**src/rtl/alu_seq.sv**
```systemverilog
// Handshaked, registered ALU: PASS/ADD/AND/NOT/SUB/OR/XOR in one cycle, MUL as a shift-add sequence.
// Define ALU_MUL_EN to build the multiplier; otherwise opcode 111 reports ill=1 in one cycle.
module alu_seq #(
  parameter int WIDTH = 4
) (
  input  logic             clk,
  input  logic             rst_n,
  input  logic             in_valid,
  output logic             in_ready,
  input  logic [2:0]       sel,
  input  logic [WIDTH-1:0] a,
  input  logic [WIDTH-1:0] b,
  input  logic             cin,
  output logic             out_valid,
  input  logic             out_ready,
  output logic [WIDTH-1:0] f,
  output logic             cout,
  output logic             ovf,
  output logic             zero,
  output logic             ill
);

  typedef enum logic [1:0] {IDLE, BUSY, HOLD} state_t;

  state_t           state_q;
  logic             started_q;
  logic [WIDTH-1:0] f_q;
  logic             cout_q;
  logic             ovf_q;
  logic             ill_q;

  logic [WIDTH-1:0] f_d;
  logic             cout_d;
  logic             ovf_d;
  logic             ill_d;
  logic [WIDTH:0]   sum;
  logic [WIDTH:0]   diff;
  logic             accept;
  logic             is_mul;

`ifdef ALU_MUL_EN
  localparam int CW = $clog2(WIDTH + 1);
  logic [CW-1:0]      cnt_q;
  logic [2*WIDTH-1:0] acc_q;
  logic [2*WIDTH-1:0] mcand_q;
  logic [WIDTH-1:0]   mplier_q;
  assign is_mul = (sel == 3'b111);
`else
  assign is_mul = 1'b0;
`endif

  // started_q keeps in_ready low until the first clock edge after reset release.
  assign in_ready  = started_q & ((state_q == IDLE) | ((state_q == HOLD) & out_ready));
  assign accept    = in_valid & in_ready;
  assign out_valid = (state_q == HOLD);
  assign f         = f_q;
  assign cout      = cout_q;
  assign ovf       = ovf_q;
  assign ill       = ill_q;
  assign zero      = (f_q == '0);

  always_comb begin
    sum    = {1'b0, a} + {1'b0, b} + {{WIDTH{1'b0}}, cin};
    diff   = {1'b0, a} - {1'b0, b};
    f_d    = '0;
    cout_d = 1'b0;
    ovf_d  = 1'b0;
    ill_d  = 1'b0;
    case (sel)
      3'b000: f_d = a;
      3'b001: begin
        f_d    = sum[WIDTH-1:0];
        cout_d = sum[WIDTH];
        ovf_d  = (a[WIDTH-1] == b[WIDTH-1]) & (sum[WIDTH-1] != a[WIDTH-1]);
      end
      3'b010: f_d = a & b;
      3'b011: f_d = ~a;
      3'b100: begin
        f_d    = diff[WIDTH-1:0];
        cout_d = diff[WIDTH];
        ovf_d  = (a[WIDTH-1] != b[WIDTH-1]) & (diff[WIDTH-1] != a[WIDTH-1]);
      end
      3'b101: f_d = a | b;
      3'b110: f_d = a ^ b;
      default: begin
`ifdef ALU_MUL_EN
        ill_d = 1'b0;
`else
        ill_d = 1'b1;
`endif
      end
    endcase
  end

  always_ff @(posedge clk or negedge rst_n) begin
    if (!rst_n) begin
      state_q   <= IDLE;
      started_q <= 1'b0;
      f_q       <= '0;
      cout_q    <= 1'b0;
      ovf_q     <= 1'b0;
      ill_q     <= 1'b0;
`ifdef ALU_MUL_EN
      cnt_q     <= '0;
      acc_q     <= '0;
      mcand_q   <= '0;
      mplier_q  <= '0;
`endif
    end else begin
      started_q <= 1'b1;
      case (state_q)
        IDLE, HOLD: begin
          if (accept) begin
            if (is_mul) begin
`ifdef ALU_MUL_EN
              state_q  <= BUSY;
              cnt_q    <= CW'(WIDTH);
              acc_q    <= '0;
              mcand_q  <= {{WIDTH{1'b0}}, a};
              mplier_q <= b;
`endif
            end else begin
              state_q <= HOLD;
              f_q     <= f_d;
              cout_q  <= cout_d;
              ovf_q   <= ovf_d;
              ill_q   <= ill_d;
            end
          end else if (state_q == HOLD && out_ready) begin
            state_q <= IDLE;
          end
        end
`ifdef ALU_MUL_EN
        BUSY: begin
          // WIDTH add/shift steps, then one cycle to publish the product.
          if (cnt_q != '0) begin
            if (mplier_q[0]) acc_q <= acc_q + mcand_q;
            mcand_q  <= mcand_q << 1;
            mplier_q <= mplier_q >> 1;
            cnt_q    <= cnt_q - 1'b1;
          end else begin
            state_q <= HOLD;
            f_q     <= acc_q[WIDTH-1:0];
            cout_q  <= |acc_q[2*WIDTH-1:WIDTH];
            ovf_q   <= 1'b0;
            ill_q   <= 1'b0;
          end
        end
`endif
        default: state_q <= IDLE;
      endcase
    end
  end

endmodule

```
**config.mk**
```make
export PLATFORM = sky130hd
export DESIGN_NAME = alu_seq
export DESIGN_NICKNAME = d
export VERILOG_FILES = /design/src/rtl/alu_seq.sv
export SDC_FILE = /design/constraint.sdc
export NUM_CORES = 1
export LEC_CHECK = 0
export CORE_MARGIN = 2
export CORE_UTILIZATION = 62
export DETAILED_ROUTE_END_ITERATION = 7
export DONT_BUFFER_PORTS = 1
export PLACE_DENSITY = 0.78
export SYNTH_ARGS = -nofsm -noshare
export SYNTH_HDL_FRONTEND = slang
export SYNTH_SLANG_ARGS = --single-unit
```
**constraint.sdc**
```tcl
create_clock -name clk -period 3 [get_ports clk]
set_clock_uncertainty 0.2 [all_clocks]
set_input_delay 0.3 -clock clk [delete_from_list [all_inputs] [get_ports clk]]
set_output_delay 0.3 -clock clk [all_outputs]
set_load 0.01 [all_outputs]
```
==> results.yml, run 1 <==
worst_setup_path:
  worstSetupStartpointType: "primary input"
  r2r_slack_ns: 1.21
  rr_endpoint: "f[1]"
  crit_buf_inv: 0
  reg2reg_from: "state_q[1]"
  crit_chain: "fa_1, fa_1, xor2_1, a31oi_1, o221ai_1, a22o_1"
  required_ns: 2.95
  cpMaxStageDelayCell: "fa_1"
  reg2reg_depth: 5
  arrival_ns: 1.83
  end_kind: "register"
  max_stage_delay_ns: 0.45
  cp_top_family: "adder cells"
  path_class: "in2reg"
  path_max_fanout: 4
  crit_top_cell: "fa_1"
clock_network:
  ctsHoldBuffers: 1
  cts_root_buf: "clkbuf_4"
  insertion_delay_ns: 0.26
  cts_buffer_depth: 2
  h-tree-depth: 1
  cts_resized: 0
  cts_tree: "built"
  path_clk_slew_ns: 0.06
  cts_made_buffers: 3
  postCtsSetupBuffers: 0
  clock-sinks: 9
global_routing:
  grt_first_pass_wirelength_mm: 3.26
  met3_usage_pct: 8.57
  grt.busiest_layer: "met2"
  grt_pass1_vias: 787
  met2_usage_pct: 37.1
  grt_usage_pct: 23.0
  grt.overflow.total: 0
  met1_usage_pct: 27.9
  antenna_found_initial: 0
  grt_max_degree: 20
timing:
  setup_viol: 0
  fin_crit_sh_pct: 62.9
  setup_tns_ns: 0
  hold_viol: 0
  fin_crit_ns: 1.89
  slew_viol_final: 0
  fmax_mhz: 530
  worst-slew-pin-transition_ns: 0.542
  rsz0062_at_grt: "no"
  relSlewSlack_pct: 63.6
hold_path:
  hold_class: "in2reg"
  worstHoldStart: "out_ready"
  holdPathStages: 2
  hold_path_end: "state_q[1]"
final_layout:
  fillCellCount: 129
  final_nets: 144
  final_common_cell: "ha_1"
  final_cell_mix: "ha_1, inv_1, nor2_1, dfrtp_1, a21oi_1"
  diodes: 0
  area_growth_pct: -0.000199
  register_area_um2: 225
  multi_input_area_um2: 681
  drive_above_1_share_pct: 6.31
  final_area_mm2: 0.00100
floorplan:
  io_pins: 26
  die_w_um: 44.2
  start_util_pct: 66.6
  fp.coreArea_mm2: 0.00151
  die_area_mm2: 0.00196
  fp.dieH_um: 44.2
  rows: 14
drt:
  ant_nets: 0
  wl_per_cell_um: 15.4
  detail_route.iter0.violations: 7
  drt_first_pass_iters: 4
  viasPerCell: 6.27
  drc: 0
  wl_mm: 1.95
  vias: 796
power:
  ir_worst_vdd_uv: 299
  leakagePower_nw: 0.478
  p_total_mw: 0.367
  powerDensity_mw_per_mm2: 366
yosys:
  synthesis.nets: 144
  synthTopCellsByArea: "dfrtp_1, ha_1, fa_1"
  synth_cells: 112
  yosysSeqAreaShare_pct: 22.4
  syn-cell-area_mm2: 0.00100
  ys_warn_count: 0
  synth_cell_types: 37
  synth.top_cell.area_share_pct: 22.4
  syn_avg_cell_area_um2: 8.96
  ys_ff_latch: 9
  synth_area_leader_cell: "dfrtp_1"
placed_design:
  dp_hpwl_mm: 1.53
  gp_congestion: 0.849
  postPlaceCellArea_um2: 967
  io_buffers: 0
run_status:
  status: "finished clean"
run:
  cap_violations: 0
[per-stage QoR]
stage	std cells	hold slack, ns	worst slack [ns]	utilization, %
after floorplan	112	-0.196	0.923	-
after global placement	122	-0.195	0.867	64.2
after detailed placement	122	-0.195	0.846	64.2
after CTS	127	0.0420	1.11	66.6
after global routing	127	0.0880	1.01	66.6
final	127	0.0497	1.11	66.6
[registers in the layout, indices dropped and copies added (netlist names)]
name and flops:
cout 1, ill 1, f 4, started_q 1
state_q 1, ovf 1
[final cells by class]
| class | instances | share of cell area, % |
|---|---|---|
| inverters | 11 | 4.11 |
| well taps | 16 | 2.00 |
| multi-input cells | 86 | 67.8 |
| repair buffers | 1 | 0.998 |
| clock buffers | 4 | 2.62 |
| flip-flops and latches | 9 | 22.4 |
[synthesized netlist by cell type (all sizes together)]
| cell | instances |
|---|---|
| a32oi | 1 |
| nor4 | 2 |
| a221o | 1 |
| nor3 | 2 |
| o31ai | 1 |
| fa | 3 |
| buf | 6 |
| o221a | 1 |
| a221oi | 2 |
| o21a | 1 |
| o21ai | 3 |
| nor3b | 3 |
| conb | 1 |
| and2 | 1 |
| o21bai | 1 |
| a21o | 2 |
| xor2 | 2 |
| mux2 | 3 |
| nor2 | 9 |
| a31oi | 2 |
| dfrtp | 9 |
| nand2 | 6 |
| nand3 | 1 |
| a2111oi | 1 |
| nand2b | 4 |
| o221ai | 2 |
| o22ai | 3 |
| xnor2 | 3 |
| a22o | 2 |
| ha | 13 |
| nand3b | 1 |
| a21oi | 8 |
| nor2b | 1 |
| inv | 11 |
[report_power, final]
part           total (mW)  switching (mW)  internal, mW
sequential          0.162          0.0231         0.139
combinational       0.113          0.0574        0.0559
clock              0.0918          0.0407        0.0512
total               0.367           0.121         0.246
[cells by family after synthesis]
| family | count (synthesis) | share of synthesized area [%] |
|---|---|---|
| muxes | 3 | 3.74 |
| and+or+nand+nor | 30 | 15.1 |
| buffers and inverters | 17 | 9.73 |
| DFF | 9 | 22.4 |
| xor gates and xnor gates | 5 | 4.36 |
| other | 1 | 0.374 |
| AOI/OAI and AO/OA | 31 | 22.1 |
| adders and majority gates | 16 | 22.2 |
[worst register-to-register path, stage by stage (launching register included)]
cell and delay [ns]:
dfrtp_1 0.41, nand2b_1 0.12, nand3_1 0.30, a31oi_1 0.47, o31ai_1 0.14, nand2_1 0.09
[worst max path at each step]
stage / from / endpoint / slack [ns] / cells after the start
floorplan: a[0] / cout / 0.92 / 6
global placement: a[0] / cout / 0.87 / 6
detailed placement: a[0] / cout / 0.85 / 6
CTS: a[0] / f[2] / 1.11 / 6
global route: state_q[1] / f[1] / 1.01 / 5
finish: a[0] / f[2] / 1.11 / 6
[per-layer routing]
metal  routed length, um  part of all wire [%]
met1                 859                    44
met2                 942                    48
met3                 119                   6.1
met4                  32                   1.6
met5                   0                     0
(Power assumes the default switching activity.)
==> run 2, diff against run 1 <==
--- a/config.mk
+++ b/config.mk
@@ -5,6 +5,7 @@
 export SDC_FILE = /design/constraint.sdc
 export NUM_CORES = 1
 export LEC_CHECK = 0
+export ABC_AREA = 1
 export CORE_MARGIN = 2
 export CORE_UTILIZATION = 62
 export DETAILED_ROUTE_END_ITERATION = 7
==> constraint.sdc (replaced) <==
create_clock -name clk -period 1.93 [get_ports clk]
set_clock_uncertainty 0.2 [all_clocks]
set_input_delay 0.193 -clock clk [delete_from_list [all_inputs] [get_ports clk]]
set_output_delay 0.193 -clock clk [all_outputs]
set_load 0.01 [all_outputs]
==> run 2 against run 1 <==
Compared with the run above: register-to-register slack worse by 1.1 ns; largest power group unchanged; critical path depth unchanged; worst hold slack worse by 0.045 ns; power up 63%; largest cell class unchanged.
==> results.yml, run 2 <==
final_layout:
  drive_above_1_share_pct: 8.88
  final_nets: 202
  area_growth_pct: 10.6
  layout.cells.non_filler: 185
  diodes: 0
  final_cell_mix: "nand2_1, inv_1, nor2_1"
  final_common_cell: "nand2_1"
  largest_reg_flops: 4
timing:
  relSlewSlack_pct: 65.1
  fin_crit_sh_pct: 95.3
  slew_viol_final: 0
  worst-slew-pin-transition_ns: 0.519
  whs_ns: 0.00503
  hold_viol: 0
  setup_tns_ns: 0
  fmax_mhz: 544
  setup_viol: 0
  setup_ws_ns: 0.0911
  fin_crit_ns: 1.84
power:
  ir_worst_vdd_uv: 426
  leakagePower_nw: 0.652
  powerDensity_mw_per_mm2: 514
drt:
  ant_nets: 0
  routed.top_layer: "met4"
  wl_per_cell_um: 13.2
  routed-wl-met3_um: 138
  drc: 0
  vias: 1016
  detail_route.iter0.violations: 35
  wl_mm: 2.45
  dr_wl_met2_mm: 1.12
  viasPerCell: 5.49
  met1Wirelength_mm: 1.16
  drt_first_pass_iters: 4
yosys:
  synth-edff-count: 0
  synthTopCellsByCount: "nand2_1, inv_1, nor2_1, nand3_1, ha_1"
  synthesis.nets: 191
  synth_cell_types: 24
  yosysSeqAreaShare_pct: 21.4
  syn-cell-area_mm2: 0.00105
  synth.top_cell.area_share_pct: 21.4
  ys_ff_latch: 9
  yosysMostFrequentCell: "nand2_1"
  synthArstFlopShare_pct: 100
  synth_area_leader_cell: "dfrtp_1"
  syn_avg_cell_area_um2: 6.63
  synth_ff_type: "dfrtp_1"
  ys_warn_count: 0
  synthTopCellsByArea: "dfrtp_1, nand2_1, ha_1"
  synth_cells: 159
run:
  cap_violations: 0
floorplan:
  die_area_mm2: 0.00205
  die_w_um: 45.2
  fp.dieH_um: 45.2
  start_util_pct: 67.7
  io_pins: 26
  fp.coreArea_mm2: 0.00156
  rows: 14
run_status:
  status: "finished clean"
global_routing:
  grt_usage_pct: 26.0
  grt_pass1_vias: 932
  grt.overflow.total: 0
  antenna_found_initial: 0
  grt_first_pass_wirelength_mm: 3.82
  grt_max_degree: 11
clock_network:
  cts_tree: "built"
  clock-sinks: 9
  cts_buffer_depth: 2
  cts_root_buf: "clkbuf_4"
  cts_made_buffers: 3
  h-tree-depth: 1
  path_clk_slew_ns: 0.05
  postCtsSetupBuffers: 0
  insertion_delay_ns: 0.26
worst_setup_path:
  required_ns: 1.93
  arrival_ns: 1.84
  r2r_slack_ns: 0.09
  path_max_fanout: 10
  worstSetupStartpointType: "register"
  end_kind: "register"
  path_class: "reg2reg"
placed_design:
  io_buffers: 0
  place_ws_ns: 0.00802
  placed_cells: 174
  dp_hpwl_mm: 1.80
  gp_congestion: 0.871
hold_path:
  hold_class: "in2reg"
## run 2: cells by family (layout without fill, tap and decap cells)
logic type,after synthesis,after routing,synth area share (%)
simple gates,94,94,39.4
flops,9,9,21.4
buf+inv,25,35,10.3
compound gates,14,14,7.47
fa+ha+maj,16,16,21.1
other cells,1,1,0.356
## run 2: repair_timing
action                                  in CTS  in global routing
hold buffers                                 7                  0
endpoints found under the setup margin       0                  1
endpoints found under the hold margin       13                  0
resized for setup                            0                  2
## run 2: per-stage QoR
stage,cell area (um2),total power [mW],util (%)
final,1170,0.599,74.8
after global routing,1170,0.645,74.8
after CTS,1160,0.598,74.3
after detailed placement,1060,0.433,68.1
after global placement,1060,0.429,68.1
after floorplan,1060,0.402,-
## run 2: worst paths after layout
check | startpoint | to | cells after the start
min reg2reg | ovf | ovf | 2
max reg2reg | state_q[1] | state_q[1] | 6
min | sel[2] | f[0] | 4
max in group asynchronous | rst_n | state_q[1] | 1
max | state_q[1] | state_q[1] | 6
min in group asynchronous | rst_n | f[3] | 1
## run 2: worst max-delay path, stage by stage (launching register included)
cell	delay [ns]
dfrtp_1	0.41
inv_1	0.10
nor2_1	0.05
nor2_2	0.23
nand2_4	0.14
o21ai_0	0.09
dlygate4sd3_1	0.55
## run 2: cell type report
class | count | area (um2)
clock buffer | 4 | 26.3
sequential | 9 | 225
tap | 16 | 20.0
fill | 127 | 393
inverter | 23 | 86.3
multi-input combinational | 125 | 731
timing repair buffer | 8 | 77.6
## run 2: report_power, final
| group | switching [mW] | internal, mW | leakage, nW |
|---|---|---|---|
| registers | 0.0351 | 0.216 | 0.114 |
| logic | 0.122 | 0.0823 | 0.523 |
| clock network | 0.0642 | 0.0796 | 0.0150 |
## run 2: layer usage
layer  vias to the layer above  global-route usage (%)
met5                         -                       0
met4                         0                    5.29
met3                         5                    6.40
met2                        35                    42.6
met1                       450                    34.8
li1                        526                       -
